<file path="config.mk">
export PLATFORM = sky130hd
export DESIGN_NAME = alu_exec_unit
export DESIGN_NICKNAME = d
export VERILOG_FILES = /design/src/rtl/alu_exec_unit_pkg.sv /design/src/rtl/alu_exec_unit_branch_resolve.sv /design/src/rtl/alu_exec_unit.sv
export SDC_FILE = /design/constraint.sdc
export NUM_CORES = 2
export LEC_CHECK = 0
export CORE_MARGIN = 2
export CORE_UTILIZATION = 39
export CTS_CLUSTER_DIAMETER = 200
export DETAILED_ROUTE_END_ITERATION = 8
export PLACE_DENSITY = 0.64
export REMOVE_ABC_BUFFERS = 1
export SLEW_MARGIN = 5
export SYNTH_ARGS = -nofsm -noshare
export SYNTH_HDL_FRONTEND = slang
export SYNTH_HIERARCHICAL = 1
export SYNTH_SLANG_ARGS = --single-unit
</file>
<file path="constraint.sdc">
create_clock -name clk -period 24.3 [get_ports clk]
set_input_delay 4.86 -clock clk [delete_from_list [all_inputs] [get_ports clk]]
set_output_delay 4.86 -clock clk [all_outputs]
set_load 0.005 [all_outputs]
</file>
<file path="src/rtl/alu_exec_unit_pkg.sv">
// Shared encodings for the ALU issue port: operand selects and funct3 codes
// for both the arithmetic ops and the conditional-branch comparisons.
package alu_exec_unit_pkg;

    typedef enum logic [1:0] {
        ALU_SEL_A_RS1  = 2'd0,
        ALU_SEL_A_PC   = 2'd1,
        ALU_SEL_A_ZERO = 2'd2,
        ALU_SEL_A_RSVD = 2'd3
    } alu_sel_a_t;

    typedef enum logic [1:0] {
        ALU_SEL_B_RS2  = 2'd0,
        ALU_SEL_B_IMM  = 2'd1,
        ALU_SEL_B_FOUR = 2'd2,
        ALU_SEL_B_RSVD = 2'd3
    } alu_sel_b_t;

    localparam logic [2:0] FUNC3_ADD_SUB = 3'b000;
    localparam logic [2:0] FUNC3_SLL     = 3'b001;
    localparam logic [2:0] FUNC3_SLT     = 3'b010;
    localparam logic [2:0] FUNC3_SLTU    = 3'b011;
    localparam logic [2:0] FUNC3_XOR     = 3'b100;
    localparam logic [2:0] FUNC3_SRL_SRA = 3'b101;
    localparam logic [2:0] FUNC3_OR      = 3'b110;
    localparam logic [2:0] FUNC3_AND     = 3'b111;

    localparam logic [2:0] FUNC3_BEQ  = 3'b000;
    localparam logic [2:0] FUNC3_BNE  = 3'b001;
    localparam logic [2:0] FUNC3_BLT  = 3'b100;
    localparam logic [2:0] FUNC3_BGE  = 3'b101;
    localparam logic [2:0] FUNC3_BLTU = 3'b110;
    localparam logic [2:0] FUNC3_BGEU = 3'b111;

endpackage

</file>
<file path="src/rtl/alu_exec_unit_branch_resolve.sv">
// Combinational control-flow resolution: branch condition, jump/branch target,
// the architecturally correct next PC and whether the front end guessed it.
module branch_resolve
    import alu_exec_unit_pkg::*;
#(
    parameter int XLEN     = 64,
    parameter int PC_WIDTH = 64,
    parameter int IMM_LEN  = 32
) (
    input  logic [XLEN-1:0]     rs1,
    input  logic [XLEN-1:0]     rs2,
    input  logic [2:0]          func3,
    input  logic                branch,
    input  logic                jump,
    input  logic [PC_WIDTH-1:0] pc,
    input  logic [IMM_LEN-1:0]  imm,
    input  logic [PC_WIDTH-1:0] next_pc,
    input  logic [PC_WIDTH-1:0] predict_pc,
    input  logic [XLEN-1:0]     sum,
    output logic                taken,
    output logic [PC_WIDTH-1:0] actual_next_pc,
    output logic                mispredict
);

    logic                cond;
    logic [PC_WIDTH-1:0] imm_ext;
    logic [PC_WIDTH-1:0] branch_target;
    logic [PC_WIDTH-1:0] jump_target;
    logic [PC_WIDTH-1:0] target;

    assign imm_ext       = {{(PC_WIDTH-IMM_LEN){imm[IMM_LEN-1]}}, imm};
    assign branch_target = pc + imm_ext;
    // JALR requires bit 0 cleared; JAL targets are already even so the mask is harmless.
    assign jump_target   = PC_WIDTH'(sum) & ~PC_WIDTH'(1);

    always_comb begin
        // NOTE: every always_comb output gets a default first so no path can infer a latch.
        cond = 1'b0;
        case (func3)
            FUNC3_BEQ:  cond = (rs1 == rs2);
            FUNC3_BNE:  cond = (rs1 != rs2);
            FUNC3_BLT:  cond = ($signed(rs1) <  $signed(rs2));
            FUNC3_BGE:  cond = ($signed(rs1) >= $signed(rs2));
            FUNC3_BLTU: cond = (rs1 <  rs2);
            FUNC3_BGEU: cond = (rs1 >= rs2);
            default:    cond = 1'b0;
        endcase
    end

    // Jump wins if both are ever raised together.
    assign taken          = jump | (branch & cond);
    assign target         = jump ? jump_target : branch_target;
    assign actual_next_pc = taken ? target : next_pc;
    assign mispredict     = (actual_next_pc != predict_pc);

endmodule

</file>
<file path="src/rtl/alu_exec_unit.sv">
// Single-cycle integer execute unit for one ALU issue port: RV64I/RV64I-W ALU,
// branch/jump resolution and a registered writeback/redirect bundle.
module alu_exec_unit
    import alu_exec_unit_pkg::*;
#(
    parameter int XLEN               = 64,
    parameter int PC_WIDTH           = 64,
    parameter int IMM_LEN            = 32,
    parameter int ROB_INDEX_WIDTH    = 4,
    parameter int PHY_REG_ADDR_WIDTH = 6
) (
    input  logic                          clk,
    input  logic                          rst,
    input  logic                          req_valid_i,
    input  logic [ROB_INDEX_WIDTH-1:0]    robID_i,
    input  logic [PHY_REG_ADDR_WIDTH-1:0] prd_i,
    input  logic [2:0]                    func3_i,
    input  logic                          func_modifier_i,
    input  logic [1:0]                    select_a_i,
    input  logic [1:0]                    select_b_i,
    input  logic                          half_i,
    input  logic                          jump_i,
    input  logic                          branch_i,
    input  logic [PC_WIDTH-1:0]           pc_i,
    input  logic [PC_WIDTH-1:0]           next_pc_i,
    input  logic [PC_WIDTH-1:0]           predict_pc_i,
    input  logic [IMM_LEN-1:0]            imm_data_i,
    input  logic [XLEN-1:0]               rs1_data_i,
    input  logic [XLEN-1:0]               rs2_data_i,
    input  logic                          flush_i,
    output logic                          done_valid_o,
    output logic                          wb_en_o,
    output logic [PHY_REG_ADDR_WIDTH-1:0] wb_prd_o,
    output logic [XLEN-1:0]               wb_data_o,
    output logic [ROB_INDEX_WIDTH-1:0]    wb_robID_o,
    output logic                          branch_taken_o,
    output logic                          mispredict_o,
    output logic [PC_WIDTH-1:0]           redirect_pc_o
);

    alu_sel_a_t sel_a;
    alu_sel_b_t sel_b;
    logic [XLEN-1:0] imm_ext;
    logic [XLEN-1:0] op_a;
    logic [XLEN-1:0] op_b;
    logic [XLEN-1:0] sum;

    assign sel_a   = alu_sel_a_t'(select_a_i);
    assign sel_b   = alu_sel_b_t'(select_b_i);
    assign imm_ext = {{(XLEN-IMM_LEN){imm_data_i[IMM_LEN-1]}}, imm_data_i};

    always_comb begin
        op_a = '0;
        case (sel_a)
            ALU_SEL_A_RS1: op_a = rs1_data_i;
            ALU_SEL_A_PC:  op_a = XLEN'(pc_i);
            default:       op_a = '0;
        endcase
    end

    always_comb begin
        op_b = '0;
        case (sel_b)
            ALU_SEL_B_RS2:  op_b = rs2_data_i;
            ALU_SEL_B_IMM:  op_b = imm_ext;
            ALU_SEL_B_FOUR: op_b = XLEN'(4);
            default:        op_b = '0;
        endcase
    end

    assign sum = op_a + op_b;

    // Full-width datapath.
    logic [5:0]             shamt_d;
    logic signed [XLEN-1:0] sra_d;
    logic [XLEN-1:0]        res_d;

    assign shamt_d = op_b[5:0];
    // Kept as its own signal so the arithmetic shift is never dragged unsigned by a mux.
    assign sra_d   = $signed(op_a) >>> shamt_d;

    always_comb begin
        res_d = '0;
        case (func3_i)
            FUNC3_ADD_SUB: res_d = func_modifier_i ? (op_a - op_b) : sum;
            FUNC3_SLL:     res_d = op_a << shamt_d;
            FUNC3_SLT:     res_d = XLEN'($signed(op_a) < $signed(op_b));
            FUNC3_SLTU:    res_d = XLEN'(op_a < op_b);
            FUNC3_XOR:     res_d = op_a ^ op_b;
            FUNC3_SRL_SRA: res_d = func_modifier_i ? XLEN'(sra_d) : (op_a >> shamt_d);
            FUNC3_OR:      res_d = op_a | op_b;
            FUNC3_AND:     res_d = op_a & op_b;
            default:       res_d = '0;
        endcase
    end

    // 32-bit W datapath; result is sign-extended from bit 31.
    logic [31:0]        a_w;
    logic [31:0]        b_w;
    logic [4:0]         shamt_w;
    logic signed [31:0] sra_w;
    logic [31:0]        res_w;

    assign a_w     = op_a[31:0];
    assign b_w     = op_b[31:0];
    assign shamt_w = op_b[4:0];
    assign sra_w   = $signed(a_w) >>> shamt_w;

    always_comb begin
        res_w = '0;
        case (func3_i)
            FUNC3_ADD_SUB: res_w = func_modifier_i ? (a_w - b_w) : (a_w + b_w);
            FUNC3_SLL:     res_w = a_w << shamt_w;
            FUNC3_SLT:     res_w = 32'($signed(a_w) < $signed(b_w));
            FUNC3_SLTU:    res_w = 32'(a_w < b_w);
            FUNC3_XOR:     res_w = a_w ^ b_w;
            FUNC3_SRL_SRA: res_w = func_modifier_i ? 32'(sra_w) : (a_w >> shamt_w);
            FUNC3_OR:      res_w = a_w | b_w;
            FUNC3_AND:     res_w = a_w & b_w;
            default:       res_w = '0;
        endcase
    end

    logic [XLEN-1:0] alu_result;
    assign alu_result = half_i ? {{(XLEN-32){res_w[31]}}, res_w} : res_d;

    logic                taken;
    logic [PC_WIDTH-1:0] actual_next_pc;
    logic                mispredict;

    branch_resolve #(
        .XLEN     (XLEN),
        .PC_WIDTH (PC_WIDTH),
        .IMM_LEN  (IMM_LEN)
    ) u_branch_resolve (
        .rs1            (rs1_data_i),
        .rs2            (rs2_data_i),
        .func3          (func3_i),
        .branch         (branch_i),
        .jump           (jump_i),
        .pc             (pc_i),
        .imm            (imm_data_i),
        .next_pc        (next_pc_i),
        .predict_pc     (predict_pc_i),
        .sum            (sum),
        .taken          (taken),
        .actual_next_pc (actual_next_pc),
        .mispredict     (mispredict)
    );

    logic            wb_en_next;
    logic [XLEN-1:0] wb_data_next;

    assign wb_en_next   = jump_i | ~branch_i;
    assign wb_data_next = jump_i   ? XLEN'(next_pc_i) :
                          branch_i ? '0               : alu_result;

    always_ff @(posedge clk) begin
        if (rst) begin
            // NOTE: state registers use non-blocking assignments so every flop samples pre-edge values.
            done_valid_o   <= 1'b0;
            wb_en_o        <= 1'b0;
            wb_prd_o       <= '0;
            wb_data_o      <= '0;
            wb_robID_o     <= '0;
            branch_taken_o <= 1'b0;
            mispredict_o   <= 1'b0;
            redirect_pc_o  <= '0;
        end else if (req_valid_i && !flush_i) begin
            done_valid_o   <= 1'b1;
            wb_en_o        <= wb_en_next;
            wb_prd_o       <= prd_i;
            wb_data_o      <= wb_data_next;
            wb_robID_o     <= robID_i;
            branch_taken_o <= taken;
            mispredict_o   <= mispredict;
            redirect_pc_o  <= actual_next_pc;
        end else begin
            // Data fields may hold stale values; only the qualifiers must drop.
            done_valid_o   <= 1'b0;
            wb_en_o        <= 1'b0;
            mispredict_o   <= 1'b0;
        end
    end

    jump_branch_exclusive: assert property (
        @(posedge clk) disable iff (rst) req_valid_i |-> !(jump_i && branch_i)
    );

endmodule

</file>
==> flow_metrics.env <==
export IMPL_status="completed"
export IMPL_ys_seq_area_share_pct=7.482
export IMPL_synth_warnings=6
export IMPL_dieArea_mm2=0.09993
export IMPL_worst_endpoint_required_ps=24720
export IMPL_final_core_util_pct=46.20
export IMPL_synthMostInstantiatedCell="a21oi_1"
export IMPL_drv_slew=0
export IMPL_nNetsFinal=6646
export IMPL_cts_htree_levels=4
export IMPL_max_stage_delay_ps=690
export IMPL_ys_types=106
export IMPL_setup_viol=0
export IMPL_num_vias=51560
export IMPL_synthToLayoutAreaGrowth_pct=17.44
export IMPL_port_buffers=518
export IMPL_die_x_um=316.1
export IMPL_skew_ps=0
export IMPL_synth_edff_count=0
export IMPL_pwr_density_cell_mw_per_mm2=43.91
export IMPL_synth_seq_cells=142
export IMPL_initial_utilization_pct=39.34
export IMPL_setup_tns_ps=0
export IMPL_synth_async_reset_ratio_pct=0
export IMPL_gp_congestion=1.143
export IMPL_path_buf_inv=6
export IMPL_clockBufferDepth=2
export IMPL_avgSynthCellArea_um2=6.662
export IMPL_drc_errors=0
export IMPL_drive_gt1_share_pct=5.656
export IMPL_grt_first_pass_wirelength_mm=367.3
export IMPL_cp_start_kind="input pin"
export IMPL_synthTopCellsByCount="a21oi_1 (718), nand2_1 (671), nor2_1 (484)"
export IMPL_cap_violations=0
export IMPL_yosys_area_top_type="mux2i_1"
export IMPL_p_leak_uw=0.01832
export IMPL_syn_area_mm2=0.03799
export IMPL_rsz0062_at_grt="false"
export IMPL_antenna_found_initial=24
export IMPL_worstMarginPinSlew_ps=1442
export IMPL_num_rows=114
export IMPL_cts_resized=0
export IMPL_cp_max_fo=44
export IMPL_grt_overflow=0
export IMPL_synth_top_cells_by_area="mux2i_1 (11%), ha_1 (11%), a21oi_1 (9.5%)"
export IMPL_arrival_ps=14190
export IMPL_cts_made_buffers=17
export IMPL_report_final_hold_viol_count=0
export IMPL_final_antenna_net_count=0
export IMPL_gr_usage_all_layers_pct=51.83
export IMPL_hp_class="reg2reg"
export IMPL_io_pins=519
export IMPL_die_h_um=316.1
export IMPL_vdd_drop_max_mv=0.06238
export IMPL_cp_end_kind="flip-flop"
export IMPL_cts_tree="done"
export IMPL_crit_slowest_cell="o31ai_1"
export IMPL_finalCriticalPeriod_ps=13770
export IMPL_clk_pin_slew_ps=80
export IMPL_cts_sinks=142
export IMPL_drt_first_pass_iters=9
export IMPL_grt_pass1_vias=46490
export IMPL_drt_iter0_markers=8938
export IMPL_timing_final_crit_share_pct=56.66
export IMPL_post_cts_setup_buffers=0
export IMPL_hpwl_mm=218.8
export IMPL_grt_max_degree=108
export IMPL_syn_inst=5703
export IMPL_cts_hold_buf=0
export IMPL_slew_limit_headroom_pct=3.539
export IMPL_drt_total_wl_mm=271.6
export IMPL_vias_per_cell=7.115
export IMPL_max_clock_freq_ghz=0.07263
export IMPL_yosysTopAreaCellShare_pct=10.62
export IMPL_cts_root_buffer="clkbuf_16"
export IMPL_clkLatencyLatePin_ps=510
export IMPL_nFillCells=10170
export IMPL_drt_wirelength_per_cell_um=37.48
export IMPL_path_class="in2reg"
export IMPL_core_area_mm2=0.09657
export IMPL_critPathTopFamily="compound AO/OA/AOI/OAI gates"
export IMPL_ys_flop_type="dfxtp_1"
sequential cells by signal (all words and copies together) (netlist names):
register,flops
wb_data_o,64
done_valid_o,1
mispredict_o,1
wb_robID_o,4
wb_en_o,1
wb_prd_o,6
redirect_pc_o,64
branch_taken_o,1
path summary, 6_finish.rpt:
check	startpoint	to	slack, ps	cells after the start
setup / recovery	select_b_i[0]	mispredict_o	10530	33
hold / removal	wb_robID_o[2]	wb_robID_o[2]	450	2
setup reg to reg	wb_data_o[55]	wb_data_o[55]	22580	4
hold reg to reg	wb_robID_o[2]	wb_robID_o[2]	450	2
layout by cell type (no fill, tap or decap), types with 47 or more instances in the layout:
| cell type | count |
|---|---|
| dfxtp_1 | 142 |
| o211ai_1 | 72 |
| o22ai_1 | 66 |
| nor4_1 | 83 |
| nand3_1 | 100 |
| a21oi_1 | 717 |
| xnor2_1 | 204 |
| o21ai_0 | 397 |
| inv_1 | 307 |
| nor2_1 | 481 |
| xor2_1 | 87 |
| a21o_1 | 60 |
| nand4_1 | 76 |
| nand2_1 | 668 |
| a31oi_1 | 69 |
| mux2_2 | 47 |
| mux2i_1 | 403 |
| and3_1 | 47 |
| nor3_1 | 88 |
| ha_1 | 320 |
| a211oi_1 | 104 |
| clkdlybuf4s50_1 | 508 |
| buf_4 | 114 |
area by class of cell:
cell class	count	area (µm²)	share of cell area, %
multi-input combinational	4835	32300	72.40
clock buffer	18	439.2	0.9843
sequential	142	2843	6.371
timing repair buffer	630	6023	13.50
inverter	320	1202	2.695
clock inverter	13	176.4	0.3954
antenna	13	32.53	0.07291
tap	1276	1597	3.578
logic make-up after synthesis:
kind of cell    synth area share [%]
flops                          7.482
simple gates                   21.05
buf+inv                        7.756
xor+xnor                       6.708
compound gates                 33.00
fa+ha+maj                      10.70
mux                            13.31
worst min-delay path, stage by stage (launching register included):
cell	delay [ps]
dfxtp_1	310
nand2_1	50
a21oi_1	50
through the flow:
step / hold WS, ps / total power (µW) / instances / area [µm²] / worst slack, ps
after floorplan: 446.7 / 967.3 / 5297 / 36250 / 7202
after global placement: 441.6 / 1559 / 7202 / 43950 / 10750
after detailed placement: 446.4 / 1552 / 7202 / 43950 / 10510
after CTS: 455.9 / 1862 / 7233 / 44570 / 11040
after global routing: 469.4 / 1985 / 7236 / 44590 / 10310
final: 453.6 / 1959 / 7247 / 44620 / 10530
layer usage:
metal / wire (µm) / track usage (%) / up-vias / part of all wire, %
li1: - / - / 21390 / -
met1: 100600 / 64.21 / 24580 / 37
met2: 107000 / 73.10 / 4489 / 39
met3: 40590 / 21.28 / 1076 / 15
met4: 23160 / 34.46 / 28 / 8.5
met5: 304 / 0.04735 / - / 0.11
power by group:
| group | internal, µW | switching [µW] | total, µW |
|---|---|---|---|
| Sequential | 247 | 11.9 | 259 |
| Clock | 166 | 141 | 307 |
| Combinational | 433 | 961 | 1390 |
(Power assumes the default switching activity.)
